### config.mk
export PLATFORM = sky130hd
export DESIGN_NAME = clk_ratio_monitor
export DESIGN_NICKNAME = d
export VERILOG_FILES = /design/src/rtl/clk_mon_pkg.sv /design/src/rtl/sync_2ff.sv /design/src/rtl/clk_ratio_monitor.sv
export SDC_FILE = /design/constraint.sdc
export NUM_CORES = 1
export LEC_CHECK = 0
export CORE_MARGIN = 2
export CORE_UTILIZATION = 28
export CTS_CLUSTER_DIAMETER = 200
export DETAILED_ROUTE_END_ITERATION = 12
export PLACE_DENSITY = 0.46
export SKIP_CTS_REPAIR_TIMING = 1
export SLEW_MARGIN = 15
export SYNTH_ARGS = -nofsm -noshare
export SYNTH_HDL_FRONTEND = slang
export SYNTH_SLANG_ARGS = --single-unit
### constraint.sdc
create_clock -name clk_in -period 4.7 [get_ports clk_in]
set_clock_uncertainty 0.15 [all_clocks]
set_input_delay 0.47 -clock clk_in [delete_from_list [all_inputs] [get_ports clk_in]]
set_output_delay 0.47 -clock clk_in [all_outputs]
set_load 0.1 [all_outputs]
### src/rtl/clk_mon_pkg.sv
// ============================================================================
//  Module      : clk_mon_pkg
//  Description : Shared types and helpers for the divided-clock ratio monitor.
//                Provides the monitor FSM state encoding and a tolerance
//                compare used for both period and high-time checks.
//  Contents    : mon_state_t  - 3-bit monitor state (IDLE/ARM/MEAS/LOCKED/LOST)
//                in_tol()     - |meas - expv| <= tol, evaluated unsigned-safe
//  Revision    : 1.0 - initial release
// ============================================================================
`default_nettype none

package clk_mon_pkg;

   typedef enum logic [2:0] {
      IDLE   = 3'd0,
      ARM    = 3'd1,
      MEAS   = 3'd2,
      LOCKED = 3'd3,
      LOST   = 3'd4
   } mon_state_t;

   // Absolute difference is taken by ordering the operands first, so the
   // unsigned subtraction can never underflow.
   function automatic logic in_tol(input int unsigned meas,
                                   input int unsigned expv,
                                   input int unsigned tol);
      int unsigned diff;
      diff = (meas >= expv) ? (meas - expv) : (expv - meas);
      return (diff <= tol);
   endfunction

endpackage : clk_mon_pkg

`default_nettype wire

### src/rtl/sync_2ff.sv
// ============================================================================
//  Module      : sync_2ff
//  Description : Single-bit two-flop synchronizer. Brings an asynchronous
//                level into the clk_in domain; both stages reset to 0.
//  Ports       : clk_in - destination clock
//                rstn   - asynchronous active-low reset
//                d_i    - asynchronous input level
//                q_o    - synchronized level (2 clk_in cycles latency)
//  Revision    : 1.0 - initial release
// ============================================================================
`default_nettype none

module sync_2ff (
   input  logic clk_in,
   input  logic rstn,
   input  logic d_i,
   output logic q_o
);

   logic meta_q;
   logic sync_q;

   always_ff @(posedge clk_in or negedge rstn) begin
      if (!rstn) begin
         meta_q <= 1'b0;
         sync_q <= 1'b0;
      end else begin
         meta_q <= d_i;
         sync_q <= meta_q;
      end
   end

   assign q_o = sync_q;

endmodule : sync_2ff

`default_nettype wire

### src/rtl/clk_ratio_monitor.sv
// ============================================================================
//  Module      : clk_ratio_monitor
//  Description : Built-in self check for a clock divider. Samples clk_mon in
//                the clk_in domain, measures its period in clk_in cycles,
//                compares against EXP_RATIO +/- TOL and tracks lock.
//  Parameters  : EXP_RATIO  - expected period in clk_in cycles (>= 4)
//                TOL        - allowed |measured - EXP_RATIO|
//                LOCK_COUNT - consecutive matches needed to lock (1..15)
//                CNT_W      - counter width, must hold 2*EXP_RATIO+1
//  Ports       : clk_in     - reference clock
//                rstn       - asynchronous active-low reset
//                clk_mon    - monitored clock (asynchronous)
//                enable     - monitor enable
//                clr_err    - pulse, clears sticky error flag(s)
//                ratio_meas - last measured period
//                meas_valid - pulse, ratio_meas updated this cycle
//                locked     - high while in LOCKED
//                err        - sticky, lock lost by mismatch or timeout
//                state      - current mon_state_t
//                duty_err   - sticky high-time error (DUTY_CHECK_EN only)
//  Config      : define DUTY_CHECK_EN to add the high-time check and the
//                duty_err port.
//  Revision    : 1.0 - initial release
// ============================================================================
`default_nettype none

module clk_ratio_monitor
   import clk_mon_pkg::*;
#(
   parameter int unsigned EXP_RATIO  = 10,
   parameter int unsigned TOL        = 1,
   parameter int unsigned LOCK_COUNT = 4,
   parameter int unsigned CNT_W      = 8
) (
   input  logic             clk_in,
   input  logic             rstn,
   input  logic             clk_mon,
   input  logic             enable,
   input  logic             clr_err,
   output logic [CNT_W-1:0] ratio_meas,
   output logic             meas_valid,
   output logic             locked,
   output logic             err,
   output logic [2:0]       state
`ifdef DUTY_CHECK_EN
   ,
   output logic             duty_err
`endif
);

   localparam int unsigned c_ext_w   = CNT_W + 1;
   localparam logic [CNT_W:0] c_timeout = c_ext_w'(2 * EXP_RATIO);
   localparam logic [3:0]     c_lock    = 4'(LOCK_COUNT);

   // ------------------------------------------------------------------
   // Input path: 2-FF sync followed by an edge register. The detection
   // latency is fixed, so consecutive rises stay exactly one period apart.
   // ------------------------------------------------------------------
   logic mon_sync_w;
   logic mon_prev_q;
   logic rise_w;

   sync_2ff u_sync_mon (
      .clk_in (clk_in),
      .rstn   (rstn),
      .d_i    (clk_mon),
      .q_o    (mon_sync_w)
   );

   assign rise_w = mon_sync_w & ~mon_prev_q;

   // ------------------------------------------------------------------
   // Period counter. On a rise cycle cnt holds period-1, so cnt+1 is the
   // period. The +1 is taken one bit wider so a saturated counter never
   // wraps back into the tolerance window.
   // ------------------------------------------------------------------
   logic [CNT_W-1:0] cnt_q;
   logic [CNT_W-1:0] cnt_d;
   logic [CNT_W:0]   cnt_inc_w;

   assign cnt_inc_w = {1'b0, cnt_q} + c_ext_w'(1);

   always_comb begin
      cnt_d = cnt_q;
      if (!enable || rise_w) begin
         cnt_d = '0;
      end else if (!(&cnt_q)) begin
         cnt_d = cnt_q + CNT_W'(1);
      end
   end

   always_ff @(posedge clk_in or negedge rstn) begin
      if (!rstn) begin
         mon_prev_q <= 1'b0;
         cnt_q      <= '0;
      end else begin
         mon_prev_q <= mon_sync_w;
         cnt_q      <= cnt_d;
      end
   end

   // ------------------------------------------------------------------
   // Period qualification
   // ------------------------------------------------------------------
   mon_state_t state_q;
   logic       match_w;
   logic       timeout_w;
   logic       measuring_w;

   assign match_w     = in_tol(32'(cnt_inc_w), EXP_RATIO, TOL);
   assign timeout_w   = !rise_w && (cnt_inc_w == c_timeout);
   // ARM sees the first edge only, so there is no previous edge to measure from.
   assign measuring_w = enable && rise_w &&
                        ((state_q == MEAS) || (state_q == LOCKED) || (state_q == LOST));

   // ------------------------------------------------------------------
   // Monitor FSM with registered outputs
   // ------------------------------------------------------------------
   logic [3:0]       match_cnt_q;
   logic [3:0]       match_inc_w;
   logic [CNT_W-1:0] ratio_meas_q;
   logic             meas_valid_q;
   logic             locked_q;
   logic             err_q;

   assign match_inc_w = match_cnt_q + 4'd1;

   always_ff @(posedge clk_in or negedge rstn) begin
      if (!rstn) begin
         state_q      <= IDLE;
         match_cnt_q  <= '0;
         ratio_meas_q <= '0;
         meas_valid_q <= 1'b0;
         locked_q     <= 1'b0;
         err_q        <= 1'b0;
      end else begin
         meas_valid_q <= 1'b0;

         // Cleared first; any error set later in this block takes priority.
         if (clr_err) begin
            err_q <= 1'b0;
         end

         if (measuring_w) begin
            ratio_meas_q <= cnt_inc_w[CNT_W] ? {CNT_W{1'b1}} : cnt_inc_w[CNT_W-1:0];
            meas_valid_q <= 1'b1;
         end

         if (!enable) begin
            state_q     <= IDLE;
            match_cnt_q <= '0;
            locked_q    <= 1'b0;
         end else begin
            case (state_q)
               IDLE: begin
                  state_q <= ARM;
               end

               ARM: begin
                  if (rise_w) begin
                     state_q <= MEAS;
                  end
               end

               MEAS: begin
                  if (timeout_w) begin
                     state_q     <= ARM;
                     match_cnt_q <= '0;
                  end else if (rise_w) begin
                     if (match_w) begin
                        match_cnt_q <= match_inc_w;
                        if (match_inc_w >= c_lock) begin
                           state_q  <= LOCKED;
                           locked_q <= 1'b1;
                        end
                     end else begin
                        match_cnt_q <= '0;
                     end
                  end
               end

               LOCKED: begin
                  if (timeout_w) begin
                     state_q     <= ARM;
                     match_cnt_q <= '0;
                     locked_q    <= 1'b0;
                     err_q       <= 1'b1;
                  end else if (rise_w && !match_w) begin
                     state_q     <= LOST;
                     match_cnt_q <= '0;
                     locked_q    <= 1'b0;
                     err_q       <= 1'b1;
                  end
               end

               LOST: begin
                  if (timeout_w) begin
                     state_q     <= ARM;
                     match_cnt_q <= '0;
                  end else if (rise_w && match_w) begin
                     // This good period already counts toward relock.
                     state_q     <= MEAS;
                     match_cnt_q <= 4'd1;
                  end
               end

               default: begin
                  state_q     <= IDLE;
                  match_cnt_q <= '0;
                  locked_q    <= 1'b0;
               end
            endcase
         end
      end
   end

   assign ratio_meas = ratio_meas_q;
   assign meas_valid = meas_valid_q;
   assign locked     = locked_q;
   assign err        = err_q;
   assign state      = state_q;

`ifdef DUTY_CHECK_EN
   // ------------------------------------------------------------------
   // High-time check. The rise cycle itself is the first high cycle, so
   // on the next rise hcnt holds the high time of the period just ended.
   // Result is advisory only and never steers the FSM.
   // ------------------------------------------------------------------
   logic [CNT_W-1:0] hcnt_q;
   logic [CNT_W-1:0] hcnt_d;
   logic             duty_fail_w;
   logic             duty_err_q;

   always_comb begin
      hcnt_d = hcnt_q;
      if (!enable) begin
         hcnt_d = '0;
      end else if (rise_w) begin
         hcnt_d = CNT_W'(1);
      end else if (mon_sync_w && !(&hcnt_q)) begin
         hcnt_d = hcnt_q + CNT_W'(1);
      end
   end

   assign duty_fail_w = measuring_w && !in_tol(32'(hcnt_q), EXP_RATIO / 2, TOL);

   always_ff @(posedge clk_in or negedge rstn) begin
      if (!rstn) begin
         hcnt_q     <= '0;
         duty_err_q <= 1'b0;
      end else begin
         hcnt_q <= hcnt_d;
         if (clr_err) begin
            duty_err_q <= 1'b0;
         end
         if (duty_fail_w) begin
            duty_err_q <= 1'b1;
         end
      end
   end

   assign duty_err = duty_err_q;
`endif

endmodule : clk_ratio_monitor

`default_nettype wire

### Yosys cells after proc, flatten, opt, wreduce, memory -nomap -nowiden

Index checks and enable logic that the tools add are counted.

| word-level totals | value |
|---|---|
| register bits after elaboration | 29 |
| input bits | 5 |
| output and inout port bits | 14 |
| logic and storage cells | 94 |

| cells by class | value |
|---|---|
| $add $sub $neg | 5 |
| magnitude comparators | 3 |
| equal/unequal tests | 18 |
| mux-type cells | 38 |
| bitwise logic cells | 2 |
| reductions and logical operators | 18 |

Operator list:

| cell | count |
|---|---|
| 32-bit by 1-bit <= comparator with 1-bit output, second input constant | 1 |
| 32-bit two-way mux | 1 |
| 4-bit two-way mux | 8 |
| 3-bit two-way mux | 10 |
| 8-bit two-way mux | 3 |
| 4-bit one-hot mux with 4 select lines | 1 |
| 3-bit one-hot mux with 5 select lines | 1 |
| 1-bit two-way mux | 13 |
| 3-bit != test, second input constant | 4 |
| 4-bit by 3-bit != test with 1-bit output, second input constant | 3 |
| 6-bit AND reduction | 2 |
| 4-bit by 9-bit subtractor with 10-bit output, first input constant | 1 |
| 9-bit by 4-bit subtractor with 10-bit output, second input constant | 1 |
| 8-bit by 1-bit adder with 9-bit output, second input constant | 1 |
| 9-bit by 5-bit equality test with 1-bit output, second input constant | 1 |
| 9-bit by 4-bit >= comparator with 1-bit output, second input constant | 1 |
| 8-bit by 1-bit adder with 8-bit output, second input constant | 1 |
| 4-bit != test, second input constant | 2 |
| 8-bit AND reduction | 1 |
| 3-bit by 2-bit equality test with 1-bit output, second input constant | 2 |
| 2-bit != test, second input constant | 3 |
| 1-bit logical AND | 5 |
| 4-bit by 1-bit adder with 4-bit output, second input constant | 1 |
| 4-bit by 3-bit >= comparator with 1-bit output, second input constant | 1 |
| other kinds (12) | 16 |

### Logic depth before layout (Yosys ltp)

| logic depth | value |
|---|---|
| word-level depth | 10 |
| gate-level depth with buffers | 14 |
| gate-level depth less buffers | 13 |

### By module

Synthesis repeated with hierarchy kept, for this count alone.

| second synthesis, totals | value |
|---|---|
| cell total of the unflattened synthesis | 259 |
| area, all modules | 2331.0 um2 |

Modules (own cells, without submodules):

| module | instances | cells each | area an instance (um2) | seq. area each (um2) |
|---|---|---|---|---|
| clk_ratio_monitor | 1 | 257 | 2280.9 | 675.6 |
| sync_2ff | 1 | 2 | 50.0 | 50.0 |

### Least setup slack after synthesis

No wires, ideal clock.

| timing path | value |
|---|---|
| path type | reg-to-reg |
| from | register cnt_q[0] |
| to | register state_q[0], in the netlist state[0] |
| library setup time | 69 ps |
| arrival | 3355 ps |
| data required time | 4481 ps |
| setup slack | 1126 ps |
| stages on the path, launching flop included | 14 |
| path buffers | 1 |
| clock period less this slack | 3574 ps |
| path through | dfrtp_1 > buf_6 > inv_1 > ha_1 > a32o_1 > a222oi_1 > or3_4 > a31oi_4 > o41a_1 > nor4_4 > a41oi_1 > o211a_1 > or4b_1 > nand3_1 |

| between the ends | value |
|---|---|
| cells in the longest elaborated chain, start to end | 8 |
| elaborated cells between the ends (all ways) | 22 |
| classes of those cells | 3 x add/sub; 2 x order compare; 6 x eq/ne; 6 x mux; 5 x reduce/logical |

RTL lines:

| what | line | source |
|---|---|---|
| from (decl) | clk_ratio_monitor.sv:77 | `logic [CNT_W-1:0] cnt_q;` |
| from (signal assigned) | clk_ratio_monitor.sv:98 | `cnt_q <= cnt_d;` |
| 8-bit by 1-bit adder with 9-bit output (*) | clk_ratio_monitor.sv:81 | `assign cnt_inc_w = {1'b0, cnt_q} + c_ext_w'(1);` |
| 4-bit by 9-bit subtractor with 10-bit output, or another cell as far along | clk_mon_pkg.sv:28 | `diff = (meas >= expv) ? (meas - expv) : (expv - meas);` |
| 32-bit two-way mux | clk_mon_pkg.sv:28 |  |
| 32-bit by 1-bit <= comparator with 1-bit output | clk_mon_pkg.sv:29 | `return (diff <= tol);` |
| 1-bit logical NOT | clk_ratio_monitor.sv:188 | `end else if (rise_w && !match_w) begin` |
| 1-bit logical AND | clk_ratio_monitor.sv:188 |  |
| 4-bit by 3-bit != test with 1-bit output (no source line) | - |  |
| 6-bit AND reduction (no source line) | - |  |
| to (signal assigned) | clk_ratio_monitor.sv:184 | `state_q <= ARM;` |
| to (signal assigned) | clk_ratio_monitor.sv:189 | `state_q <= LOST;` |
| to (signal assigned) | clk_ratio_monitor.sv:198 | `state_q <= ARM;` |
| to (decl) | clk_ratio_monitor.sv:105 | `mon_state_t state_q;` |

Mark *: on every way between the ends. The rest lies on a longest branch, timed or not.
A chain may end at the register's enable or synchronous reset.

### Worst setup path after layout

Same ends and word-level chain as after synthesis.

==> results_dict.tcl <==
set metrics [dict create \
    die_h_um 90.18 \
    setup_violations 0 \
    row_count 31 \
    placed_cell_area_um2 2332 \
    path_clk_slew_ns 0.08 \
    yosys.area.top_type "dfrtp_1" \
    clock-root-buffer "clkbuf_8" \
    mostFrequentLayoutCell "dfrtp_1" \
    worstSetupEndpointType "flip-flop" \
    grt_pass1_vias 1687 \
    die_area_um2 8132 \
    grt-ovfl-total 0 \
    whs_endpoint "u_sync_mon.q_o" \
    fmax_mhz 244.1 \
    netlist_area_um2 2079 \
    grt_max_degree 30 \
    grt_pass1_wl_mm 8.445 \
    grt_use_total 0.1266 \
    wl_mm 4.946 \
    clk_path_buf_depth 2 \
    pre_cts_slack_ns 0.5928 \
    hold_depth 0 \
    synth_seq_area_share 0.3490 \
    grt_setup_unrepaired "false" \
    synthDistinctLibCells 50 \
    hpwl_mm 3.725 \
    ff2ff_setup_slack_ns 0.60 \
    io-pin-count 19 \
    ys_warn_count 0 \
    synth_cells 250 \
    antenna_found_initial 0 \
    dr.pass1.iters 5 \
    numPortBuffers 18 \
    postRouteAntennaNets 0 \
    critPathLaunchType "flip-flop" \
    vdd_drop_max_v 0.0003060 \
    finalCritPeriodShare 0.8716 \
    finalHoldViolCount 0 \
    synth.area.top_cells "dfrtp_1 35%, xnor2_1 5.5%, nand2_1 5.1%, nor2_1 5.1%, ha_1 4.8%" \
    cp_data_required_time_ns 4.78 \
    area_delta_synth_final_pct 17.03 \
    arrival_ns 4.17 \
    drive_gt1_frac 0.07925 \
    dp_cells 356 \
    rr_worst_depth 12 \
    wl_per_cell_um 13.59 \
    synth_top_area_share 0.3490 \
    antenna_cells 0 \
    p_leak_uw 0.001001 \
    tightest_slew_ns 0.9761 \
    numCtsBuffers 5 \
    path_max_fanout 15 \
    final_nets 277 \
    drv_cap 0 \
    layout_common_cells "29 x dfrtp_1, 28 x nand2_1, 28 x nor2_1, 18 x clkdlybuf4s50_1, 16 x a21oi_1" \
    routed-via-count 1832 \
    worstSetupPathType "flip-flop to flip-flop" \
    fin_ws_ns 0.6035 \
    via_per_inst 5.033 \
    relSlewSlack 0.3472 \
    regToRegEndpoint "state[0]" \
    min_from "u_sync_mon.meta_q" \
    p_total_uw 1195 \
    fin_setup_tns_ns 0 \
    final_cells 364 \
    cts_tree "done" \
    finalMaxSlewViolations 0 \
    die_w_um 90.18 \
    min_period_ns 4.097 \
    routabilityCongestion 0.8538 \
    rr_startpoint "cnt_q[0]" \
    syn_avg_cell_area_um2 8.318 \
    drc_errors 0 \
    core_area_um2 7214 \
    initial_core_util 0.2882 \
    drtIter0Drc 139 \
    cts.sinks 29 \
    holdCritPathClass "flip-flop to flip-flop" \
    outcome "completed" \
    powerDensity_nw_per_um2 491.1 \
    ys_seq_elements 29 \
    final_area_um2 2434 \
    synth_fp_nets 263 \
    clock_latency_ns 0.28 \
    htree_levels 2 \
]
stage by stage:
step / utilization / hold WS [ns]
finish: 0.3373 / 0.2033
global route: 0.3373 / 0.2063
CTS: 0.3373 / 0.2072
detailed placement: 0.3233 / 0.1913
global placement: 0.3233 / 0.1835
floorplan: - / 0.02441
flip-flops by register name (all words and copies together), names as in the netlist:
signal / flops
cnt_q: 8
err: 1
locked: 1
match_cnt_q: 4
meas_valid: 1
mon_prev_q: 1
ratio_meas: 8
state: 3
u_sync_mon.meta_q: 1
u_sync_mon.q_o: 1
worst max-delay path, stage by stage (launching register included):
cell and delay, ns:
dfrtp_1 0.63, ha_1 0.36, xor2_1 0.38, inv_1 0.13, ha_1 0.27, o21ai_0 0.36, nor4_1 0.08, or4b_1 0.50
a22oi_2 0.26, a41oi_1 0.16, o211a_1 0.21, or4b_1 0.46, nand3_1 0.09
power by group:
part | switching, uW | internal (uW)
clock network | 101 | 132
logic | 460 | 155
registers | 49.7 | 297
total | 611 | 584
synth_stat cells, drive strengths merged:
| cell type | number |
|---|---|
| nor2b | 2 |
| mux2 | 1 |
| nor3 | 5 |
| a21oi | 16 |
| a31oi | 9 |
| a222oi | 1 |
| o211ai | 4 |
| nand3b | 2 |
| o211a | 1 |
| nand2 | 28 |
| clkbuf | 8 |
| buf | 7 |
| ha | 8 |
| dfrtp | 29 |
| a41oi | 1 |
| a211oi | 3 |
| a22oi | 2 |
| xor2 | 3 |
| o22ai | 1 |
| o21a | 1 |
| mux2i | 3 |
| a32o | 2 |
| or3 | 3 |
| o21ai | 15 |
| and3 | 4 |
| nand4b | 1 |
| nor4 | 2 |
| a2111o | 1 |
| inv | 13 |
| o31ai | 2 |
| and2 | 5 |
| a31o | 2 |
| nor2 | 28 |
| nand3 | 11 |
| nand2b | 3 |
| o41a | 1 |
| a21boi | 2 |
| xnor2 | 13 |
| or4b | 2 |
| nand4 | 5 |
per-layer routing:
| layer | up-vias | routed length, um | track usage |
|---|---|---|---|
| met1 | 873 | 2439 | 0.1828 |
| li1 | 910 | - | - |
| met4 | 0 | 57 | 0.04359 |
| met5 | - | 0 | 0 |
| met2 | 45 | 2233 | 0.1880 |
| met3 | 4 | 216 | 0.02515 |
area by class of cell:
| type | count | area (um2) |
|---|---|---|
| Tap cell | 99 | 123.9 |
| Fill cell | 772 | 4781 |
| Timing Repair Buffer | 22 | 210.2 |
| Sequential cell | 29 | 725.7 |
| Clock inverter | 1 | 5.005 |
| Inverter | 13 | 48.80 |
| Multi-Input combinational cell | 193 | 1224 |
| Clock buffer | 7 | 96.34 |
worst max-delay path by stage:
stage	start	endpoint	slack, ns	cells past startpoint
4_1_cts	cnt_q[0]	state[0]	0.58	12
5_1_grt	cnt_q[0]	match_cnt_q[2]	0.23	12
2_1_floorplan	cnt_q[0]	state[0]	1.13	13
3_5_place_dp	cnt_q[0]	state[0]	0.59	12
3_3_place_gp	cnt_q[0]	state[0]	0.68	11
6_report	cnt_q[0]	state[0]	0.60	12
logic make-up after synthesis:
kind of cell	Yosys count	share of synthesized area
AO/OA/AOI/OAI	64	0.2076
adder cells (fa/ha/maj)	8	0.04814
multiplexers	4	0.01986
AND/OR/NAND/NOR	101	0.2455
buffers and inverters	28	0.06258
XOR/XNOR	16	0.06739
flip-flops	29	0.3490
No activity file was read; power rests on OpenSTA's default activity.
